**src/rtl/uart_cmd_parser_if.sv**
```systemverilog
// uart_cmd_parser_if: byte-in / result-out bundle for the UART command parser.
//   i_rx_data/i_rx_valid : received byte and its one-cycle strobe
//   o_data/o_meta/o_stb  : last accepted payload + meta, strobe on update
//   o_err/o_err_cnt      : malformed-line pulse and saturating counter
//   o_busy               : parser is mid-line
// slave modport = parser side, master modport = byte source / result sink.
interface uart_cmd_parser_if #(
  parameter int DATA_WIDTH = 16
);
  logic [7:0]            i_rx_data;
  logic                  i_rx_valid;
  logic [DATA_WIDTH-1:0] o_data;
  logic [1:0]            o_meta;
  logic                  o_stb;
  logic                  o_err;
  logic [7:0]            o_err_cnt;
  logic                  o_busy;

  modport slave (
    input  i_rx_data, i_rx_valid,
    output o_data, o_meta, o_stb, o_err, o_err_cnt, o_busy
  );

  modport master (
    output i_rx_data, i_rx_valid,
    input  o_data, o_meta, o_stb, o_err, o_err_cnt, o_busy
  );
endinterface

```
**src/rtl/uart_cmd_parser.sv**
```systemverilog
// uart_cmd_parser: parses ASCII lines of the form "R<m>:<hex x NUM_NIB>\n".
//   clk        : system clock, rising edge
//   rst        : synchronous active-high reset
//   bus.slave  : i_rx_data/i_rx_valid in; o_data, o_meta, o_stb, o_err,
//                o_err_cnt, o_busy out (all outputs registered)
// Meta and payload are collected in shadow registers and only committed to
// o_data/o_meta when the terminating '\n' arrives, so a bad line never
// disturbs the last good result. '\r' is transparent in every state.
module uart_cmd_parser #(
  parameter int DATA_WIDTH = 16,
  parameter int NUM_NIB    = DATA_WIDTH / 4
) (
  input  logic                 clk,
  input  logic                 rst,
  uart_cmd_parser_if.slave     bus
);

  localparam int CW = $clog2(NUM_NIB + 1);

  localparam logic [7:0] CH_R     = 8'h52;
  localparam logic [7:0] CH_LF    = 8'h0A;
  localparam logic [7:0] CH_CR    = 8'h0D;
  localparam logic [7:0] CH_COLON = 8'h3A;

  typedef enum logic [2:0] {
    S_IDLE,
    S_META,
    S_COLON,
    S_DATA,
    S_TERM
  } state_t;

  state_t                state_q, state_d;
  logic [1:0]            meta_sh_q, meta_sh_d;
  logic [DATA_WIDTH-1:0] data_sh_q, data_sh_d;
  logic [CW-1:0]         cnt_q, cnt_d;
  logic [DATA_WIDTH-1:0] data_q, data_d;
  logic [1:0]            meta_q, meta_d;
  logic                  stb_q, stb_d;
  logic                  err_q, err_d;
  logic [7:0]            err_cnt_q, err_cnt_d;
  logic                  busy_q, busy_d;

  logic [4:0]            hex;    // {valid, nibble}
  logic [CW-1:0]         cnt_inc;
  logic                  bad;

  // {1, value} for an ASCII hex digit of either case, {0, x} otherwise
  function automatic logic [4:0] hex_dec(input logic [7:0] c);
    logic [7:0] t;
    hex_dec = 5'd0;
    if (c >= 8'h30 && c <= 8'h39) begin
      t = c - 8'h30;
      hex_dec = {1'b1, t[3:0]};
    end else if (c >= 8'h41 && c <= 8'h46) begin
      t = c - 8'h37;
      hex_dec = {1'b1, t[3:0]};
    end else if (c >= 8'h61 && c <= 8'h66) begin
      t = c - 8'h57;
      hex_dec = {1'b1, t[3:0]};
    end
  endfunction

  always_comb begin
    state_d   = state_q;
    meta_sh_d = meta_sh_q;
    data_sh_d = data_sh_q;
    cnt_d     = cnt_q;
    data_d    = data_q;
    meta_d    = meta_q;
    stb_d     = 1'b0;
    err_d     = 1'b0;
    err_cnt_d = err_cnt_q;
    bad       = 1'b0;
    hex       = hex_dec(bus.i_rx_data);
    cnt_inc   = cnt_q + CW'(1);

    if (bus.i_rx_valid && bus.i_rx_data != CH_CR) begin
      case (state_q)
        S_IDLE: begin
          // anything but 'R' is blank line or pre-sync noise: drop silently
          if (bus.i_rx_data == CH_R) state_d = S_META;
        end
        S_META: begin
          if (bus.i_rx_data >= 8'h30 && bus.i_rx_data <= 8'h33) begin
            meta_sh_d = bus.i_rx_data[1:0];
            state_d   = S_COLON;
          end else begin
            bad = 1'b1;
          end
        end
        S_COLON: begin
          if (bus.i_rx_data == CH_COLON) begin
            data_sh_d = '0;
            cnt_d     = '0;
            state_d   = S_DATA;
          end else begin
            bad = 1'b1;
          end
        end
        S_DATA: begin
          if (hex[4]) begin
            // shift left works for DATA_WIDTH=4 where a part-select would not
            data_sh_d = (data_sh_q << 4) | DATA_WIDTH'(hex[3:0]);
            cnt_d     = cnt_inc;
            if (cnt_inc == CW'(NUM_NIB)) state_d = S_TERM;
          end else begin
            bad = 1'b1;
          end
        end
        S_TERM: begin
          if (bus.i_rx_data == CH_LF) begin
            data_d  = data_sh_q;
            meta_d  = meta_sh_q;
            stb_d   = 1'b1;
            state_d = S_IDLE;
          end else begin
            bad = 1'b1;
          end
        end
        default: state_d = S_IDLE;
      endcase

      if (bad) begin
        err_d = 1'b1;
        if (err_cnt_q != 8'hFF) err_cnt_d = err_cnt_q + 8'd1;
        // a stray 'R' is most likely the start of the next line: resync on it
        state_d = (bus.i_rx_data == CH_R) ? S_META : S_IDLE;
      end
    end

    busy_d = (state_d != S_IDLE);
  end

  always_ff @(posedge clk) begin
    if (rst) begin
      state_q   <= S_IDLE;
      meta_sh_q <= '0;
      data_sh_q <= '0;
      cnt_q     <= '0;
      data_q    <= '0;
      meta_q    <= '0;
      stb_q     <= 1'b0;
      err_q     <= 1'b0;
      err_cnt_q <= '0;
      busy_q    <= 1'b0;
    end else begin
      state_q   <= state_d;
      meta_sh_q <= meta_sh_d;
      data_sh_q <= data_sh_d;
      cnt_q     <= cnt_d;
      data_q    <= data_d;
      meta_q    <= meta_d;
      stb_q     <= stb_d;
      err_q     <= err_d;
      err_cnt_q <= err_cnt_d;
      busy_q    <= busy_d;
    end
  end

  assign bus.o_data    = data_q;
  assign bus.o_meta    = meta_q;
  assign bus.o_stb     = stb_q;
  assign bus.o_err     = err_q;
  assign bus.o_err_cnt = err_cnt_q;
  assign bus.o_busy    = busy_q;

endmodule
```
**src/flat_wrapper.sv**
```systemverilog
// flat-port wrapper written by rule: the top's interface ports become plain ports
module uart_cmd_parser_flat 
#(
  parameter int DATA_WIDTH = 16,
  parameter int NUM_NIB    = DATA_WIDTH / 4
)
  (clk, rst, bus_i_rx_data, bus_i_rx_valid, bus_o_data, bus_o_meta, bus_o_stb, bus_o_err, bus_o_err_cnt, bus_o_busy);
  uart_cmd_parser_if #(.DATA_WIDTH(DATA_WIDTH)) bus_i ();
  input  logic clk;
  input  logic rst;
  input wire logic [$bits(bus_i.i_rx_data)-1:0] bus_i_rx_data;
  input wire logic [$bits(bus_i.i_rx_valid)-1:0] bus_i_rx_valid;
  output wire logic [$bits(bus_i.o_data)-1:0] bus_o_data;
  output wire logic [$bits(bus_i.o_meta)-1:0] bus_o_meta;
  output wire logic [$bits(bus_i.o_stb)-1:0] bus_o_stb;
  output wire logic [$bits(bus_i.o_err)-1:0] bus_o_err;
  output wire logic [$bits(bus_i.o_err_cnt)-1:0] bus_o_err_cnt;
  output wire logic [$bits(bus_i.o_busy)-1:0] bus_o_busy;
  assign bus_i.i_rx_data = bus_i_rx_data;
  assign bus_i.i_rx_valid = bus_i_rx_valid;
  assign bus_o_data = bus_i.o_data;
  assign bus_o_meta = bus_i.o_meta;
  assign bus_o_stb = bus_i.o_stb;
  assign bus_o_err = bus_i.o_err;
  assign bus_o_err_cnt = bus_i.o_err_cnt;
  assign bus_o_busy = bus_i.o_busy;
  uart_cmd_parser #(.DATA_WIDTH(DATA_WIDTH), .NUM_NIB(NUM_NIB)) u_core (.clk(clk), .rst(rst), .bus(bus_i));
endmodule
```
**config.mk**
```make
export PLATFORM = sky130hd
export DESIGN_NAME = uart_cmd_parser_flat
export DESIGN_NICKNAME = d
export VERILOG_FILES = /design/src/rtl/uart_cmd_parser_if.sv /design/src/rtl/uart_cmd_parser.sv /design/src/flat_wrapper.sv
export SDC_FILE = /design/constraint.sdc
export NUM_CORES = 1
export LEC_CHECK = 0
export BUFFER_PORTS_ARGS = -buffer_cell sky130_fd_sc_hd__buf_2
export CORE_ASPECT_RATIO = 1.75
export CORE_MARGIN = 8
export CORE_UTILIZATION = 25
export DETAILED_ROUTE_END_ITERATION = 7
export GPL_TIMING_DRIVEN = 0
export HOLD_SLACK_MARGIN = 0.06
export PLACE_DENSITY_LB_ADDON = 0.1
export SKIP_LAST_GASP = 1
export SLEW_MARGIN = 20
export SYNTH_ARGS = -nofsm -noshare
export SYNTH_HDL_FRONTEND = slang
export SYNTH_SLANG_ARGS = --single-unit
export TNS_END_PERCENT = 1
```
**constraint.sdc**
```tcl
create_clock -name clk -period 3.6 [get_ports clk]
set_input_delay 0.72 -clock clk [delete_from_list [all_inputs] [get_ports clk]]
set_output_delay 0.72 -clock clk [all_outputs]
set_load 0.01 [all_outputs]
```
==> results of run 1 <==
==> power groups by stage <==
stage | logic (uW) | clock network [uW] | registers (uW)
2_1_floorplan | 38.6 | 0 | 600
3_5_place_dp | 64.3 | 0 | 600
3_3_place_gp | 64.4 | 0 | 600
6_report | 63.6 | 552 | 586
4_1_cts | 64.6 | 572 | 586
5_1_grt | 70.6 | 598 | 586
==> worst paths after layout <==
check                            endpoint                 start  cells after the start
setup / recovery  u_core.bus.o_err_cnt[2]      bus_i_rx_data[1]                     11
hold reg to reg      u_core.data_sh_q[12]  u_core.data_sh_q[12]                      2
hold / removal       u_core.data_sh_q[12]  u_core.data_sh_q[12]                      2
setup reg to reg  u_core.bus.o_err_cnt[2]     u_core.state_q[2]                      8
==> sequential cells by signal, indices dropped and copies added, names as in the netlist <==
register	count
u_core.data_sh_q	16
u_core.cnt_q	3
u_core.bus.o_stb	1
u_core.bus.o_err_cnt	8
u_core.bus.o_err	1
u_core.bus.o_busy	1
u_core.bus.o_meta	2
u_core.meta_sh_q	2
u_core.bus.o_data	16
u_core.state_q	3
==> critical path: cells and delay by family <==
family          cells  cell delay (ns)
simple gates        2             0.46
compound gates      4             1.10
buf+inv             4             0.69
fa+ha+maj           1             0.23
==> cell families (layout without fill, tap and decap cells) <==
| group | count (synthesis) | in the layout | synth area share (%) |
|---|---|---|---|
| adder cells (fa/ha/maj) | 7 | 7 | 3.38 |
| AND/OR/NAND/NOR | 123 | 123 | 23.7 |
| buffers and inverters | 29 | 74 | 4.82 |
| flip-flops | 53 | 53 | 40.9 |
| AO/OA/AOI/OAI | 59 | 59 | 16.4 |
| multiplexers | 24 | 24 | 9.41 |
| XOR/XNOR | 4 | 4 | 1.35 |
==> Yosys cell counts, types with 3 or more instances <==
cell type | number | area (um^2)
nand2b_1 | 4 | 25.0
nand2_1 | 28 | 105
a21oi_1 | 21 | 105
nor2_1 | 34 | 128
or3_1 | 5 | 31.3
dfxtp_1 | 53 | 1060
nor4_1 | 4 | 25.0
ha_1 | 7 | 87.6
nor3_1 | 3 | 15.0
nand3_1 | 20 | 100
o31ai_1 | 7 | 52.6
nor2b_1 | 4 | 25.0
or4_1 | 3 | 22.5
inv_1 | 8 | 30.0
mux2_2 | 3 | 33.8
clkbuf_1 | 13 | 48.8
o21ai_0 | 4 | 20.0
xnor2_1 | 3 | 26.3
buf_2 | 7 | 35.0
mux2i_1 | 21 | 210
a211o_1 | 3 | 26.3
nor3b_1 | 3 | 22.5
==> cell usage in the layout (no fill, tap or decap), types with 3 or more instances in the layout <==
cell,synthesis,routed
nor3b_1,3,3
xnor2_1,3,3
inv_1,8,8
o31ai_1,7,7
dfxtp_1,53,53
mux2_2,3,3
ha_1,7,7
or3_1,5,5
or4_1,3,3
clkbuf_16,0,5
nor2_1,34,34
nor3_1,3,3
nor2b_1,4,4
buf_2,7,44
o21ai_0,4,4
a21oi_1,21,21
nand2b_1,4,4
nor4_1,4,4
mux2i_1,21,21
nand3_1,20,20
nand2_1,28,28
a211o_1,3,3
clkbuf_1,13,13
==> stage by stage <==
| stage | setup WS (ns) | power (uW) |
|---|---|---|
| after floorplan | 0.763 | 638 |
| after detailed placement | 0.246 | 664 |
| final | 0.574 | 1200 |
| after global placement | 0.283 | 664 |
| after global routing | 0.304 | 1250 |
| after CTS | 0.558 | 1220 |
==> layout make-up <==
type / count / area (um^2)
clock buffers: 5 / 125
repair buffers: 37 / 185
multi-input cells: 217 / 1410
flip-flops and latches: 53 / 1060
well taps: 127 / 159
inverters: 8 / 30.0
fillers: 1137 / 7070
plain buffers: 21 / 95.1
clock inverters: 3 / 43.8
==> metal layers <==
layer  track usage (%)  share of wire, %  wire length (um)  up-vias
li1                  -                 -                 -     1155
met4              4.30               2.0               147        0
met2              21.0                54              4030       39
met3              2.15               2.9               220       10
met1              11.7                41              3090     1103
met5                 0                 0                 0        -
==> flow_summary.toml, run 1 <==
[global_routing]
grt_pass1_wl_um = 12400
grt_usage_pct = 11.2
grt_max_degree = 18
grt_pass1_vias = 2332
antenna_found_initial = 0
grt_overflow = 0

[critical_path]
worstPathArrival_ns = 3.19
slowest_stage = "o311ai_0"
path_cells = "buf_2 > inv_1 > ha_1 > nor3b_1 > and4b_1 > a211o_1 > o221a_1 > buf_2 > clkbuf_1 > o311ai_0 > o41ai_1"
crit_required_ns = 3.77
max_stage_delay_ns = 0.39
worst-setup-path-type = "input pin to register"
regToRegSetupSlack_ns = 1.20
start_kind = "input pin"
crit_path_frequent_cell = "buf_2"
crit_path_max_fanout = 10
cp-end-kind = "register"

[job]
cap_violations = 0

[place]
hpwl_um = 5660
portBuffers = 37
placed_cells = 463
place_area_um2 = 2940
gp_congestion = 0.806

[logic_synthesis]
ys.warnings.count = 0
synth_area_um2 = 2590
synth.distinct_cells = 54
syn_area_per_cell_um2 = 8.67
async_flop_share_pct = 0
synth_nets = 317
seq_area_frac_synth_pct = 40.9
yosys_register_bits = 53
synth_edf_count = 0
syn_inst = 299
ys.flop_type = "dfxtp_1"

[cts]
cts_setup_buffers = 0
cts_hold_buf = 0
clkTransAtPathRegs_ns = 0.07
cts_tree = "done"
clockBufferDepth = 2
clock_latency_ns = 0.29
cts_root_buffer = "clkbuf_16"
numCtsBuffers = 5
ctsResizeCount = 0
cts.sinks = 53
h-tree-depth = 2

[routing]
drt-total-wl_um = 7490
drt_iter0_markers = 171
vias = 2307
vias_per_cell = 4.90
routedWlPerCell_um = 15.9
drcViolationCount = 0
drt_first_pass_iters = 6
postRouteAntennaNets = 0

[die]
die_area_um2 = 14000
ios = 40
die-width_um = 93.0
start_util_pct = 25.5
fp.dieH_um = 151
placementRows = 49
core_area_um2 = 10200

[pwr]
p_switching_uw = 266
internal_power_uw = 936
swShare_pct = 22.1
pwr_density_cell_nw_per_um2 = 387
peakVddDrop_uv = 302
pwr-share-clk_pct = 45.9
combPwrFrac_pct = 5.3
p_seq_share_pct = 48.8
power.leakage_uw = 0.00129

[layout]
drive_above_1_share_pct = 19.5
diodes = 0
syn_to_final_growth_pct = 19.8
stdcell_count = 471
stdcell_area_um2 = 3110
final_util_pct = 30.5
nets = 361

[sta]
hold_viol = 0
worstMarginPinSlew_ns = 0.793
timing.fmax_mhz = 330
fin_worst_skew_ns = 0.00793
holdWs_ns = 0.463
fin_tns_setup_ns = 0
relSlewSlack_pct = 47.1
finalSetupViolations = 0
period_share_pct = 84.1
finalMaxSlewViolations = 0
rsz0062_at_grt = "no"
period_needed_ns = 3.03

[min_path]
hp-class = "register to register"

[status]
outcome = "finished clean"
No activity file was read; power rests on OpenSTA's default activity.
==> run 2: changes to the inputs <==
- clock period: 3.6 -> 3.05 ns (I/O delays scaled with it)
==> flow_summary.toml, run 2 (synthesis gave the netlist of run 1 again) <==
[routing]
m1WireLength_um = 3070
routedWlPerCell_um = 15.9
vias = 2312
highest_layer = "met4"
vias_per_cell = 4.91
postRouteAntennaNets = 0
drt-total-wl_um = 7490
dr_wl_met3_um = 239
drt_first_pass_iters = 7
drt_iter0_markers = 145
drcViolationCount = 0
met2_length_um = 4030

[cts]
cts_tree = "done"
cts.sinks = 53
cts_hold_buf = 0
clock_latency_ns = 0.29
clockBufferDepth = 2
clkTransAtPathRegs_ns = 0.07
h-tree-depth = 2
numCtsBuffers = 5
cts_root_buffer = "clkbuf_16"

[sta]
finalMaxSlewViolations = 0
period_needed_ns = 2.86
relSlewSlack_pct = 47.1
hold_viol = 0
fin_tns_setup_ns = 0
worstMarginPinSlew_ns = 0.793
timing.fmax_mhz = 350
rsz0062_at_grt = "no"
period_share_pct = 93.6
finalSetupViolations = 0
fin_worst_skew_ns = 0.00774
holdWs_ns = 0.463

[layout]
multi_input_area_um2 = 1410
drive_above_1_share_pct = 19.8
final_common_cell = "dfxtp_1"
final-seq-area_um2 = 1060
diodes = 0
final_util_pct = 30.5
n_fill_cell = 1139
syn_to_final_growth_pct = 19.8
layout_common_cells = "dfxtp_1 (53), buf_2 (44), nor2_1 (34), nand2_1 (28)"
stdcell_count = 471
nets = 361

[die]
die-width_um = 93.0
fp.dieH_um = 151
die_area_um2 = 14000
placementRows = 49
core_area_um2 = 10200
ios = 40
start_util_pct = 25.5

[job]
cap_violations = 0

[min_path]
hp-class = "register to register"
min_path_cells = 2

[global_routing]
grt_pass1_vias = 2332
grt_max_degree = 18
grt_pass1_wl_um = 12400
grt_usage_pct = 11.2
grt_overflow = 0
antenna_found_initial = 0

[pwr]
pwr_density_cell_nw_per_um2 = 456
power.leakage_uw = 0.00129
peakVddDrop_uv = 357
finalPower_uw = 1420

[critical_path]
crit_path_max_fanout = 10
slowest_stage = "mux2_2"
r2r_cells = 7
crit_path_frequent_cell = "buf_2"
worst-path-stages = 10
cp-end-kind = "register"
worstPathArrival_ns = 3.04
worst-setup-path-type = "input pin to register"
start_kind = "input pin"
path_cells = "buf_2 > inv_1 > ha_1 > nor3b_1 > and4b_1 > a211o_1 > o221a_1 > buf_2 > nor4b_1 > mux2_2"
max_stage_delay_ns = 0.37
path_buf_inv = 3
crit_required_ns = 3.24
cp_top_family = "simple AND/OR/NAND/NOR gates"

[status]
outcome = "finished clean"

[place]
placed_cells = 463
portBuffers = 37
hpwl_um = 5660
gp_congestion = 0.806
## run 2: cell counts in the layout (fill, tap and decap cells not counted)
No cell type changed its count.
## run 2: area by class of cell
cell class	count	share of cell area, %
repair buffers	37	5.96
clock buffers	5	4.03
well taps	127	5.11
plain buffers	21	3.10
multi-input cells	217	45.3
flip-flops and latches	53	34.1
clock inverters	3	1.41
inverters	8	0.966
## run 2: what timing repair did
| action | CTS | global route |
|---|---|---|
| gates resized for setup | 0 | 3 |
| setup buffers | 0 | 0 |
| setup endpoints to repair | 0 | 1 |
## run 2: path summary, 6_finish.rpt
kind / slack, ns / endpoint / from
worst max-delay path: 0.19 / u_core.bus.o_err_cnt[4] / bus_i_rx_data[1]
worst min-delay path: 0.46 / u_core.data_sh_q[12] / u_core.data_sh_q[12]
worst max register to register: 0.67 / u_core.bus.o_data[14] / u_core.state_q[0]
worst min register to register: 0.46 / u_core.data_sh_q[12] / u_core.data_sh_q[12]
## run 2: worst min-delay path: cells and delay by family (launching register included)
kind            cells  cell delay (ns)
flops               1             0.31
simple gates        1             0.05
compound gates      1             0.05
## run 2: metal layers
layer | up-vias | global-route usage, %
met5 | - | 0
met4 | 0 | 4.30
met3 | 10 | 2.15
met2 | 47 | 21.0
met1 | 1100 | 11.7
li1 | 1155 | -
## run 2: report_power, final
group	internal [uW]	switching [uW]	total (uW)
Combinational	23.8	51.4	75.2
Sequential	691	0.0491	691
Clock	389	262	651
Total	1100	313	1420
## run 2: per-stage QoR
step / instance area [um^2] / worst slack [ns]
floorplan: 2590 / 0.323
global placement: 2940 / -0.157
detailed placement: 2940 / -0.194
CTS: 3110 / 0.118
global route: 3110 / 0.0358
finish: 3110 / 0.195
==> run 3: changes to the inputs <==
- CAP_MARGIN: unset -> 40
- clock period: 3.05 -> 2.7 ns (I/O delays scaled with it)
==> flow_summary.toml, run 3 (synthesis gave the netlist of run 1 again) <==
[place]
portBuffers = 37
hpwl_um = 5660
dp_slack_ns = -0.474
gp_congestion = 0.806

[global_routing]
top_usage_layer = "met2"
grt_max_degree = 18
grt_overflow = 0
grtUsageMet2_pct = 21.0
grtUsageMet1_pct = 11.8
grt.met3_usage_pct = 2.15
grt_pass1_wl_um = 12400
grt_pass1_vias = 2336
antenna_found_initial = 0
grt_usage_pct = 11.2

[critical_path]
worst-setup-path-type = "input pin to register"
crit_required_ns = 2.89
start_kind = "input pin"
cp-end-kind = "register"
crit_path_max_fanout = 10
worstPathArrival_ns = 2.87

[die]
ios = 40
placementRows = 49
die-width_um = 93.0
die_area_um2 = 14000
core_area_um2 = 10200
fp.dieH_um = 151
start_util_pct = 25.5

[layout]
n_fill_cell = 1143
drive_above_1_share_pct = 22.2
final_util_pct = 31.2
final_common_cell = "dfxtp_1"
nets = 364
syn_to_final_growth_pct = 22.4
layout_common_cells = "dfxtp_1 (53), buf_2 (44), nor2_1 (34), nand2_1 (28)"
diodes = 0

[sta]
relSlewSlack_pct = 45.5
worstMarginPinSlew_ns = 0.809
period_needed_ns = 2.68
period_share_pct = 99.2
timing.fmax_mhz = 374
rsz0062_at_grt = "yes"
finalSetupViolations = 0
holdWs_ns = 0.465
fin_worst_skew_ns = 0.00862
hold_viol = 0
finalMaxSlewViolations = 0
worst_slack_ns = 0.0229

[routing]
drt_first_pass_iters = 4
postRouteAntennaNets = 0
routedWlPerCell_um = 15.9
drt-total-wl_um = 7540
drcViolationCount = 0
vias_per_cell = 4.92
drt_iter0_markers = 164
vias = 2332

[cts]
cts.sinks = 53
h-tree-depth = 2
cts_tree = "done"
cts_root_buffer = "clkbuf_16"
clkTransAtPathRegs_ns = 0.07
clockBufferDepth = 2
numCtsBuffers = 5
clock_latency_ns = 0.29

[pwr]
p_switching_uw = 357
swShare_pct = 22.3
peakVddDrop_uv = 402
pwr-share-clk_pct = 46.0
combPwrFrac_pct = 5.4
power.leakage_uw = 0.00132
pwr_density_cell_nw_per_um2 = 505
p_seq_share_pct = 48.7
internal_power_uw = 1250

[job]
cap_violations = 0

[status]
outcome = "finished clean"

[min_path]
hp-class = "register to register"
==> run 3: area by class of cell <==
| class | count | area (um^2) | area share, % |
|---|---|---|---|
| clock inverters | 3 | 43.8 | 1.38 |
| clock buffers | 5 | 125 | 3.94 |
| inverters | 8 | 30.0 | 0.946 |
| flip-flops and latches | 53 | 1060 | 33.4 |
| plain buffers | 20 | 95.1 | 2.99 |
| multi-input cells | 217 | 1450 | 45.5 |
| repair buffers | 41 | 215 | 6.78 |
| well taps | 127 | 159 | 5.00 |
==> run 3: what timing repair did <==
item,in CTS,in global routing
setup buffers,0,4
gates resized for setup,5,6
pin swaps,0,1
hold buffers,0,0
endpoints found under the setup margin,5,28
==> run 3: power by group through the flow <==
stage | combinational [uW] | sequential [uW] | clock, uW
after CTS | 87.0 | 781 | 763
after global placement | 85.9 | 799 | 0
final | 86.2 | 781 | 738
after floorplan | 51.5 | 799 | 0
after global routing | 95.5 | 781 | 797
after detailed placement | 85.8 | 799 | 0
==> run 3: worst paths after layout <==
kind | startpoint | to | slack [ns] | depth (start not counted)
max | bus_i_rx_data[1] | u_core.bus.o_err_cnt[6] | 0.02 | 10
min | u_core.data_sh_q[14] | u_core.data_sh_q[14] | 0.46 | 2
max reg2reg | u_core.state_q[2] | u_core.bus.o_err_cnt[6] | 0.41 | 7
min reg2reg | u_core.data_sh_q[14] | u_core.data_sh_q[14] | 0.46 | 2
==> run 3: routing by layer <==
metal	routed length, um	part of all wire (%)
met3	246	3.3
met2	4080	54
met4	147	1.9
met5	0	0
met1	3070	41
==> run 3: worst max-delay path, cell delays in order <==
cell,delay (ns)
buf_2,0.15
inv_1,0.10
ha_1,0.23
nor3b_2,0.19
and4b_1,0.21
a211o_1,0.30
o221a_1,0.28
buf_2,0.20
nor4_2,0.31
mux2_2,0.36
==> run 3: stage by stage <==
| step | cell area, um^2 | cells | setup TNS, ns | total power [uW] |
|---|---|---|---|---|
| detailed placement | 2940 | 463 | -8.53 | 885 |
| global placement | 2940 | 463 | -7.91 | 885 |
| finish | 3180 | 474 | 0 | 1600 |
| CTS | 3130 | 471 | 0 | 1630 |
| global route | 3180 | 474 | -0.718 | 1670 |
| floorplan | 2590 | 299 | 0 | 851 |
